[config.mk]
export PLATFORM = sky130hd
export DESIGN_NAME = kianv_mem_arbiter_flat
export DESIGN_NICKNAME = d
export VERILOG_FILES = /design/src/rtl/kianv_mem_arbiter_if.sv /design/src/rtl/kianv_mem_arbiter.sv /design/src/flat_wrapper.sv
export SDC_FILE = /design/constraint.sdc
export NUM_CORES = 1
export LEC_CHECK = 0
export BUFFER_PORTS_ARGS = -buffer_cell sky130_fd_sc_hd__buf_2
export CORE_AREA = 2 2 136 138
export DETAILED_ROUTE_END_ITERATION = 12
export DIE_AREA = 0 0 138 140
export PLACE_DENSITY = 0.43
export SLEW_MARGIN = 20
export SYNTH_ARGS = -nofsm -noshare
export SYNTH_HDL_FRONTEND = slang
export SYNTH_SLANG_ARGS = --single-unit
[constraint.sdc]
create_clock -name clk -period 2.6 [get_ports clk]
set_clock_uncertainty 0.05 [all_clocks]
set_input_delay 0.13 -clock clk [delete_from_list [all_inputs] [get_ports clk]]
set_output_delay 0.13 -clock clk [all_outputs]
set_load 0.02 [all_outputs]
[src/rtl/kianv_mem_arbiter_if.sv]
// rtl/kianv_mem_arbiter_if.sv - bus bundle between upstream masters, the arbiter and the memory port
// slave modport is the arbiter's view; master modport is the masters/memory side.
interface kianv_mem_arbiter_if #(
  parameter int NUM_PORTS  = 2,
  parameter int ADDR_WIDTH = 34,
  parameter int DATA_WIDTH = 32
);
  localparam int STRB_WIDTH  = DATA_WIDTH / 8;
  localparam int GRANT_WIDTH = (NUM_PORTS > 1) ? $clog2(NUM_PORTS) : 1;

  logic [NUM_PORTS-1:0]            s_valid;
  logic [NUM_PORTS-1:0]            s_ready;
  logic [NUM_PORTS-1:0]            s_lock;
  logic [NUM_PORTS*STRB_WIDTH-1:0] s_wstrb;
  logic [NUM_PORTS*ADDR_WIDTH-1:0] s_addr;
  logic [NUM_PORTS*DATA_WIDTH-1:0] s_wdata;
  logic [NUM_PORTS*DATA_WIDTH-1:0] s_rdata;
  logic [NUM_PORTS-1:0]            s_access_fault;

  logic                            mem_valid;
  logic                            mem_ready;
  logic [STRB_WIDTH-1:0]           mem_wstrb;
  logic [ADDR_WIDTH-1:0]           mem_addr;
  logic [DATA_WIDTH-1:0]           mem_wdata;
  logic [DATA_WIDTH-1:0]           mem_rdata;
  logic                            access_fault;

  logic [GRANT_WIDTH-1:0]          grant_id;
  logic                            snoop_valid;
  logic [ADDR_WIDTH-1:0]           snoop_addr;
  logic [GRANT_WIDTH-1:0]          snoop_src;

  modport slave (
    input  s_valid, s_lock, s_wstrb, s_addr, s_wdata, mem_ready, mem_rdata, access_fault,
    output s_ready, s_rdata, s_access_fault, mem_valid, mem_wstrb, mem_addr, mem_wdata,
           grant_id, snoop_valid, snoop_addr, snoop_src
  );

  modport master (
    output s_valid, s_lock, s_wstrb, s_addr, s_wdata, mem_ready, mem_rdata, access_fault,
    input  s_ready, s_rdata, s_access_fault, mem_valid, mem_wstrb, mem_addr, mem_wdata,
           grant_id, snoop_valid, snoop_addr, snoop_src
  );
endinterface

[src/rtl/kianv_mem_arbiter.sv]
// rtl/kianv_mem_arbiter.sv - N-port round-robin memory arbiter with per-port bus lock
// Optional write-snoop broadcast is enabled by defining KIANV_ARB_SNOOP_EN.
module kianv_mem_arbiter #(
  parameter int NUM_PORTS  = 2,
  parameter int ADDR_WIDTH = 34,
  parameter int DATA_WIDTH = 32
) (
  input  logic                clk,
  input  logic                reset,
  kianv_mem_arbiter_if.slave  bus
);
  localparam int GW = (NUM_PORTS > 1) ? $clog2(NUM_PORTS) : 1;
  localparam int IW = GW + 1;

  typedef enum logic [1:0] {
    S_IDLE   = 2'd0,
    S_BUSY   = 2'd1,
    S_LOCKED = 2'd2
  } state_t;

  state_t          r_state;
  state_t          w_state_next;
  logic [GW-1:0]   r_grant;
  logic [GW-1:0]   w_grant_next;
  logic [GW-1:0]   r_rr_last;
  logic [GW-1:0]   w_rr_last_next;
  logic [GW-1:0]   w_rr_pick;
  logic [IW-1:0]   w_sum;
  logic            w_any_req;
  logic            w_done;

  // Scan from farthest to nearest so the nearest requester after rr_last wins.
  always_comb begin
    w_rr_pick = r_rr_last;
    w_any_req = 1'b0;
    w_sum     = '0;
    for (int i = NUM_PORTS; i >= 1; i--) begin
      w_sum = {1'b0, r_rr_last} + IW'(i);
      if (w_sum >= IW'(NUM_PORTS)) begin
        w_sum = w_sum - IW'(NUM_PORTS);
      end
      if (bus.s_valid[w_sum[GW-1:0]]) begin
        w_rr_pick = w_sum[GW-1:0];
        w_any_req = 1'b1;
      end
    end
  end

  assign w_done = (r_state == S_BUSY) && bus.mem_ready;

  always_comb begin
    w_state_next   = r_state;
    w_grant_next   = r_grant;
    w_rr_last_next = r_rr_last;
    case (r_state)
      S_IDLE: begin
        if (w_any_req) begin
          w_grant_next = w_rr_pick;
          w_state_next = S_BUSY;
        end
      end
      S_BUSY: begin
        if (bus.mem_ready) begin
          w_rr_last_next = r_grant;
          w_state_next   = bus.s_lock[r_grant] ? S_LOCKED : S_IDLE;
        end
      end
      S_LOCKED: begin
        if (bus.s_valid[r_grant]) begin
          w_state_next = S_BUSY;
        end else if (!bus.s_lock[r_grant]) begin
          w_state_next = S_IDLE;
        end
      end
      default: w_state_next = S_IDLE;
    endcase
  end

  always_ff @(posedge clk) begin
    if (reset) begin
      r_state   <= S_IDLE;
      r_grant   <= '0;
      r_rr_last <= GW'(NUM_PORTS - 1);
    end else begin
      r_state   <= w_state_next;
      r_grant   <= w_grant_next;
      r_rr_last <= w_rr_last_next;
    end
  end

  assign bus.mem_valid      = (r_state == S_BUSY);
  assign bus.mem_addr       = bus.s_addr[r_grant*ADDR_WIDTH +: ADDR_WIDTH];
  assign bus.mem_wstrb      = bus.s_wstrb[r_grant*(DATA_WIDTH/8) +: (DATA_WIDTH/8)];
  assign bus.mem_wdata      = bus.s_wdata[r_grant*DATA_WIDTH +: DATA_WIDTH];
  assign bus.grant_id       = r_grant;
  assign bus.s_ready        = w_done ? (NUM_PORTS'(1) << r_grant) : '0;
  assign bus.s_access_fault = (w_done && bus.access_fault) ? (NUM_PORTS'(1) << r_grant) : '0;
  assign bus.s_rdata        = {NUM_PORTS{bus.mem_rdata}};

`ifdef KIANV_ARB_SNOOP_EN
  logic                  r_snoop_valid;
  logic [ADDR_WIDTH-1:0] r_snoop_addr;
  logic [GW-1:0]         r_snoop_src;
  logic                  w_write_done;

  assign w_write_done = w_done && (|bus.mem_wstrb);

  // Word-aligned address so other harts can compare against their LR reservation.
  always_ff @(posedge clk) begin
    if (reset) begin
      r_snoop_valid <= 1'b0;
      r_snoop_addr  <= '0;
      r_snoop_src   <= '0;
    end else begin
      r_snoop_valid <= w_write_done;
      if (w_write_done) begin
        r_snoop_addr <= {bus.mem_addr[ADDR_WIDTH-1:2], 2'b00};
        r_snoop_src  <= r_grant;
      end
    end
  end

  assign bus.snoop_valid = r_snoop_valid;
  assign bus.snoop_addr  = r_snoop_addr;
  assign bus.snoop_src   = r_snoop_src;
`else
  assign bus.snoop_valid = 1'b0;
  assign bus.snoop_addr  = '0;
  assign bus.snoop_src   = '0;
`endif

  // A granted master must keep s_valid up until its s_ready.
  property p_hold_valid;
    @(posedge clk) disable iff (reset) (r_state == S_BUSY) |-> bus.s_valid[r_grant];
  endproperty
  a_hold_valid: assert property (p_hold_valid);

endmodule

[src/flat_wrapper.sv]
// flat-port wrapper written by rule: the top's interface ports become plain ports
module kianv_mem_arbiter_flat 
#(
  parameter int NUM_PORTS  = 2,
  parameter int ADDR_WIDTH = 34,
  parameter int DATA_WIDTH = 32
)
  (clk, reset, bus_s_valid, bus_s_lock, bus_s_wstrb, bus_s_addr, bus_s_wdata, bus_mem_ready, bus_mem_rdata, bus_access_fault, bus_s_ready, bus_s_rdata, bus_s_access_fault, bus_mem_valid, bus_mem_wstrb, bus_mem_addr, bus_mem_wdata, bus_grant_id, bus_snoop_valid, bus_snoop_addr, bus_snoop_src);
  kianv_mem_arbiter_if #(.NUM_PORTS(NUM_PORTS), .ADDR_WIDTH(ADDR_WIDTH), .DATA_WIDTH(DATA_WIDTH)) bus_i ();
  input  logic clk;
  input  logic reset;
  input wire logic [$bits(bus_i.s_valid)-1:0] bus_s_valid;
  input wire logic [$bits(bus_i.s_lock)-1:0] bus_s_lock;
  input wire logic [$bits(bus_i.s_wstrb)-1:0] bus_s_wstrb;
  input wire logic [$bits(bus_i.s_addr)-1:0] bus_s_addr;
  input wire logic [$bits(bus_i.s_wdata)-1:0] bus_s_wdata;
  input wire logic [$bits(bus_i.mem_ready)-1:0] bus_mem_ready;
  input wire logic [$bits(bus_i.mem_rdata)-1:0] bus_mem_rdata;
  input wire logic [$bits(bus_i.access_fault)-1:0] bus_access_fault;
  output wire logic [$bits(bus_i.s_ready)-1:0] bus_s_ready;
  output wire logic [$bits(bus_i.s_rdata)-1:0] bus_s_rdata;
  output wire logic [$bits(bus_i.s_access_fault)-1:0] bus_s_access_fault;
  output wire logic [$bits(bus_i.mem_valid)-1:0] bus_mem_valid;
  output wire logic [$bits(bus_i.mem_wstrb)-1:0] bus_mem_wstrb;
  output wire logic [$bits(bus_i.mem_addr)-1:0] bus_mem_addr;
  output wire logic [$bits(bus_i.mem_wdata)-1:0] bus_mem_wdata;
  output wire logic [$bits(bus_i.grant_id)-1:0] bus_grant_id;
  output wire logic [$bits(bus_i.snoop_valid)-1:0] bus_snoop_valid;
  output wire logic [$bits(bus_i.snoop_addr)-1:0] bus_snoop_addr;
  output wire logic [$bits(bus_i.snoop_src)-1:0] bus_snoop_src;
  assign bus_i.s_valid = bus_s_valid;
  assign bus_i.s_lock = bus_s_lock;
  assign bus_i.s_wstrb = bus_s_wstrb;
  assign bus_i.s_addr = bus_s_addr;
  assign bus_i.s_wdata = bus_s_wdata;
  assign bus_i.mem_ready = bus_mem_ready;
  assign bus_i.mem_rdata = bus_mem_rdata;
  assign bus_i.access_fault = bus_access_fault;
  assign bus_s_ready = bus_i.s_ready;
  assign bus_s_rdata = bus_i.s_rdata;
  assign bus_s_access_fault = bus_i.s_access_fault;
  assign bus_mem_valid = bus_i.mem_valid;
  assign bus_mem_wstrb = bus_i.mem_wstrb;
  assign bus_mem_addr = bus_i.mem_addr;
  assign bus_mem_wdata = bus_i.mem_wdata;
  assign bus_grant_id = bus_i.grant_id;
  assign bus_snoop_valid = bus_i.snoop_valid;
  assign bus_snoop_addr = bus_i.snoop_addr;
  assign bus_snoop_src = bus_i.snoop_src;
  kianv_mem_arbiter #(.NUM_PORTS(NUM_PORTS), .ADDR_WIDTH(ADDR_WIDTH), .DATA_WIDTH(DATA_WIDTH)) u_core (.clk(clk), .reset(reset), .bus(bus_i));
endmodule
Word level (Yosys, flattened, before mapping). Index checks and enable logic that the tools add are counted. W data, S select, Z words.

Bits in latches: 0. Memories: 0. RAM bits: 0. Register bits after elaboration: 4. Logic and storage cells: 50. Input bits: 180. Bits in read-only memories: 0. Output and inout port bits: 176.

Bitwise logic cells: 0. Div/mod/pow operators: 0. Reduce and logical (&&, ||, !) cells: 6. Equal/unequal tests: 5. $mul: 1. $add $sub $neg: 4. Multiplexer cells: 22. Shift-type cells: 4. $lt $le $gt $ge: 5.

Operators by type and width (count): $shiftx A68 B8 Y34 (1); $shiftx A64 B7 Y32 (1); $mux W1 (14); $mux W2 (7); $shiftx A8 B4 Y4 (1); $lt A1 B2 Y1 const B (3); $mul A1 B5 Y6 const B (1); $pmux W2 S3 (1); $ge A2 B2 Y1 const B (2); $reduce_and A2 Y1 (2); $ne A3 B3 Y1 const B (1); $reduce_and A3 Y1 (1); $add A1 B1 Y2 const B (1); $add A1 B2 Y2 const B (1); $eq A2 B1 Y1 const B (1); $eq A2 B2 Y1 const B (1); $logic_and A1 B1 Y1 (2); $logic_not A2 Y1 (1); $ne A2 B1 Y1 const B (1); $ne A2 B2 Y1 const B (1); $shl A1 B1 Y2 const A (1); $sub A1 B1 Y1 const B (2).

Longest topological paths before layout.
Depth in word-level cells: 9. Mapped depth: 4. Depth with buffers taken out: 3.

Worst setup path after synthesis. OpenSTA, ideal clock, no wires.

Path type: reg2out. From: reg u_core.r_grant, in the netlist u_core.bus.grant_id. To: out bus_s_access_fault[0]. Setup slack: 1059 ps. Buffers on the path: 2. Cell stages (with the launch flop): 5. Required time: 2420 ps. Arrival time: 1361 ps. Path through: dfxtp_1 -> buf_4 -> buf_4 -> nor2_1 -> and2_1.

Word-level cells in the longest chain between the ends: 2.

Ends and longest elaborated chain: from (decl) (line kianv_mem_arbiter.sv:23) `logic [GW-1:0] r_grant;`; from (signal assigned) (line kianv_mem_arbiter.sv:86) `r_grant <= w_grant_next;`; $shl A1 B1 Y2 (line kianv_mem_arbiter.sv:97) `assign bus.s_access_fault = (w_done && bus.access_fault) ? (NUM_PORTS'(1) << r_grant) : '0;`; $mux W2 (line kianv_mem_arbiter.sv:97); to (decl) (line flat_wrapper.sv:22) `output wire logic [$bits(bus_i.s_access_fault)-1:0] bus_s_access_fault;`.

Every way passes these cells.

Final worst setup path.
From: reg u_core.r_grant, in the netlist u_core.bus.grant_id. To: out bus_mem_wstrb[2].

Word-level cells in the longest chain between the ends: 1.

Ends and longest elaborated chain: $shiftx A8 B4 Y4 (line kianv_mem_arbiter.sv:93) `assign bus.mem_wstrb = bus.s_wstrb[r_grant*(DATA_WIDTH/8) +: (DATA_WIDTH/8)];`; to (decl) (line flat_wrapper.sv:24) `output wire logic [$bits(bus_i.mem_wstrb)-1:0] bus_mem_wstrb;`.

Every way passes these cells.

==> results.ini <==
[power_and_ir_drop]
leakage_nw = 1.40
fin_total_pwr_uw = 890
vdd_drop_max_mv = 0.118
power_density_nw_per_um2 = 335

[critical_path]
path_class = flop to output pin
worst_ep_required_time_ns = 2.42
critPathMaxFanout = 38
rr_worst_depth = 4
cp-start-kind = flop
arrival_ns = 1.61
cp-end-kind = output pin

[route]
vias = 1870
routed_wl_um = 8510
drc = 0
viasPerCell = 3.17
initialDrtViolationCount = 41
final_antenna_net_count = 0
drtPass1Iterations = 4
routedWlPerCell_um = 14.4

[synth]
async_reset_ff_share_pct = 0
synth_edf_count = 0
synthDistinctLibCells = 22
synth_ff_type = dfxtp_1
seq_area_frac_synth_pct = 4.42
syn_area_per_cell_um2 = 8.89
ys_warn_count = 0
ys_ff_latch = 4
synth_cells = 204
mappedNetlistArea_um2 = 1810

[placement]
place_area_um2 = 2570
place_congestion = 0.805
dp_slack_ns = 1.02
place.port_buffers = 223
dp_hpwl_um = 7760

[clock_network]
cts_tree = done
clockRootBuffer = clkbuf_16
htreeDepth = 1
clkSinkCount = 4
cts_buffers = 3
ctsHoldBuffers = 0
post_cts_resized = 0
clk_latency_ns = 0.23
clkTransAtPathRegs_ns = 0.03
cts_buffer_depth = 2
cts_setup_buffers = 0

[sta]
max_freq_mhz = 559
finalCritPeriodShare_pct = 68.9
fin_crit_ns = 1.79
final_hold_viol_count = 0
worst_slack_ns = 0.810
grt_setup_unrepaired = no
setup_tns_ns = 0
setup_violations = 0
slew_viol_final = 0
holdWs_ns = 0.0622

[worst_hold_path]
hold_path_depth = 2
hold_path_class = input port to flop

[cells_and_area]
syn2layout_area_growth_pct = 46.4
fill_cells = 2062
layout-drive-gt1-share_pct = 83.6
final_cell_mix = buf_2 (223), mux2_2 (70), conb_1 (36)
mostFrequentLayoutCell = buf_2
n_antenna_cell = 0
final_area_um2 = 2650
fin_nets = 541

[floorplanning]
die_w_um = 138
dieArea_um2 = 19300
start_util_pct = 10.2
ios = 356
core_region_area_um2 = 17800
die_y_um = 140
rows = 49

[grt]
grt_max_degree = 40
antenna_found_initial = 2
overflow = 0
grt_pass1_wl_um = 11400
grt_usage_pct = 7.96
first_global_vias = 1840

[job]
maxCapViolCount = 0

[run_status]
outcome = finished clean

[layer usage]
metal / vias up / GRT usage [%] / share of wire, %
met5: - / 0 / 0
met4: 0 / 2.95 / 2.8
met3: 39 / 1.78 / 10
met2: 177 / 16.5 / 55
met1: 785 / 7.46 / 32
li1: 869 / - / -
[layout make-up]
class	count	area (µm²)	area share, %
multi-input cells	125	1050	39.7
inverters	2	7.51	0.283
repair buffers	225	1140	43.1
flip-flops and latches	4	83.8	3.16
clock buffers	4	78.8	2.97
well taps	229	287	10.8
[cells in the mapped netlist, drive strengths merged, types with 2 or more instances]
cell | n | area share, %
mux2 | 70 | 43
and2 | 2 | 0.83
a21oi | 2 | 0.55
dfxtp | 4 | 4.4
mux2i | 2 | 1.1
buf | 108 | 44
inv | 2 | 0.41
nor2 | 2 | 0.41
[state kept, by name, indices dropped and copies added (netlist names)]
| signal | cells |
|---|---|
| u_core.r_rr_last | 1 |
| u_core.bus.grant_id | 1 |
| u_core.r_state | 2 |
[cells by family after synthesis]
| kind of cell | after synthesis | share of synthesized area (%) |
|---|---|---|
| flops | 4 | 4.42 |
| simple gates | 9 | 3.04 |
| mux | 72 | 44.6 |
| other cells | 1 | 0.207 |
| buf+inv | 110 | 44.7 |
| compound gates | 8 | 3.04 |
[worst max-delay path, cell delays in order, from the launching register on]
cell and delay (ns):
dfxtp_4 0.34, buf_4 0.40, mux2_2 0.45, buf_2 0.18
[where the power goes]
| group | switching [mW] | internal [mW] |
|---|---|---|
| clock network | 0.0484 | 0.203 |
| logic | 0.319 | 0.249 |
| registers | 0.00533 | 0.0661 |
[path summary, 6_finish.rpt]
kind | from | end | slack (ns)
min | reset | u_core.bus.grant_id | 0.06
max reg2reg | u_core.bus.grant_id | u_core.r_state[1] | 1.17
max | u_core.bus.grant_id | bus_mem_wstrb[2] | 0.81
min reg2reg | u_core.r_rr_last | u_core.r_rr_last | 0.44
[stage by stage]
stage,cells,utilization [%]
2_1_floorplan,239,-
3_3_place_gp,585,14.5
3_5_place_dp,585,14.5
4_1_cts,589,14.9
5_1_grt,589,14.9
6_report,589,14.9
Note: power is estimated with default switching activity, not from simulation.
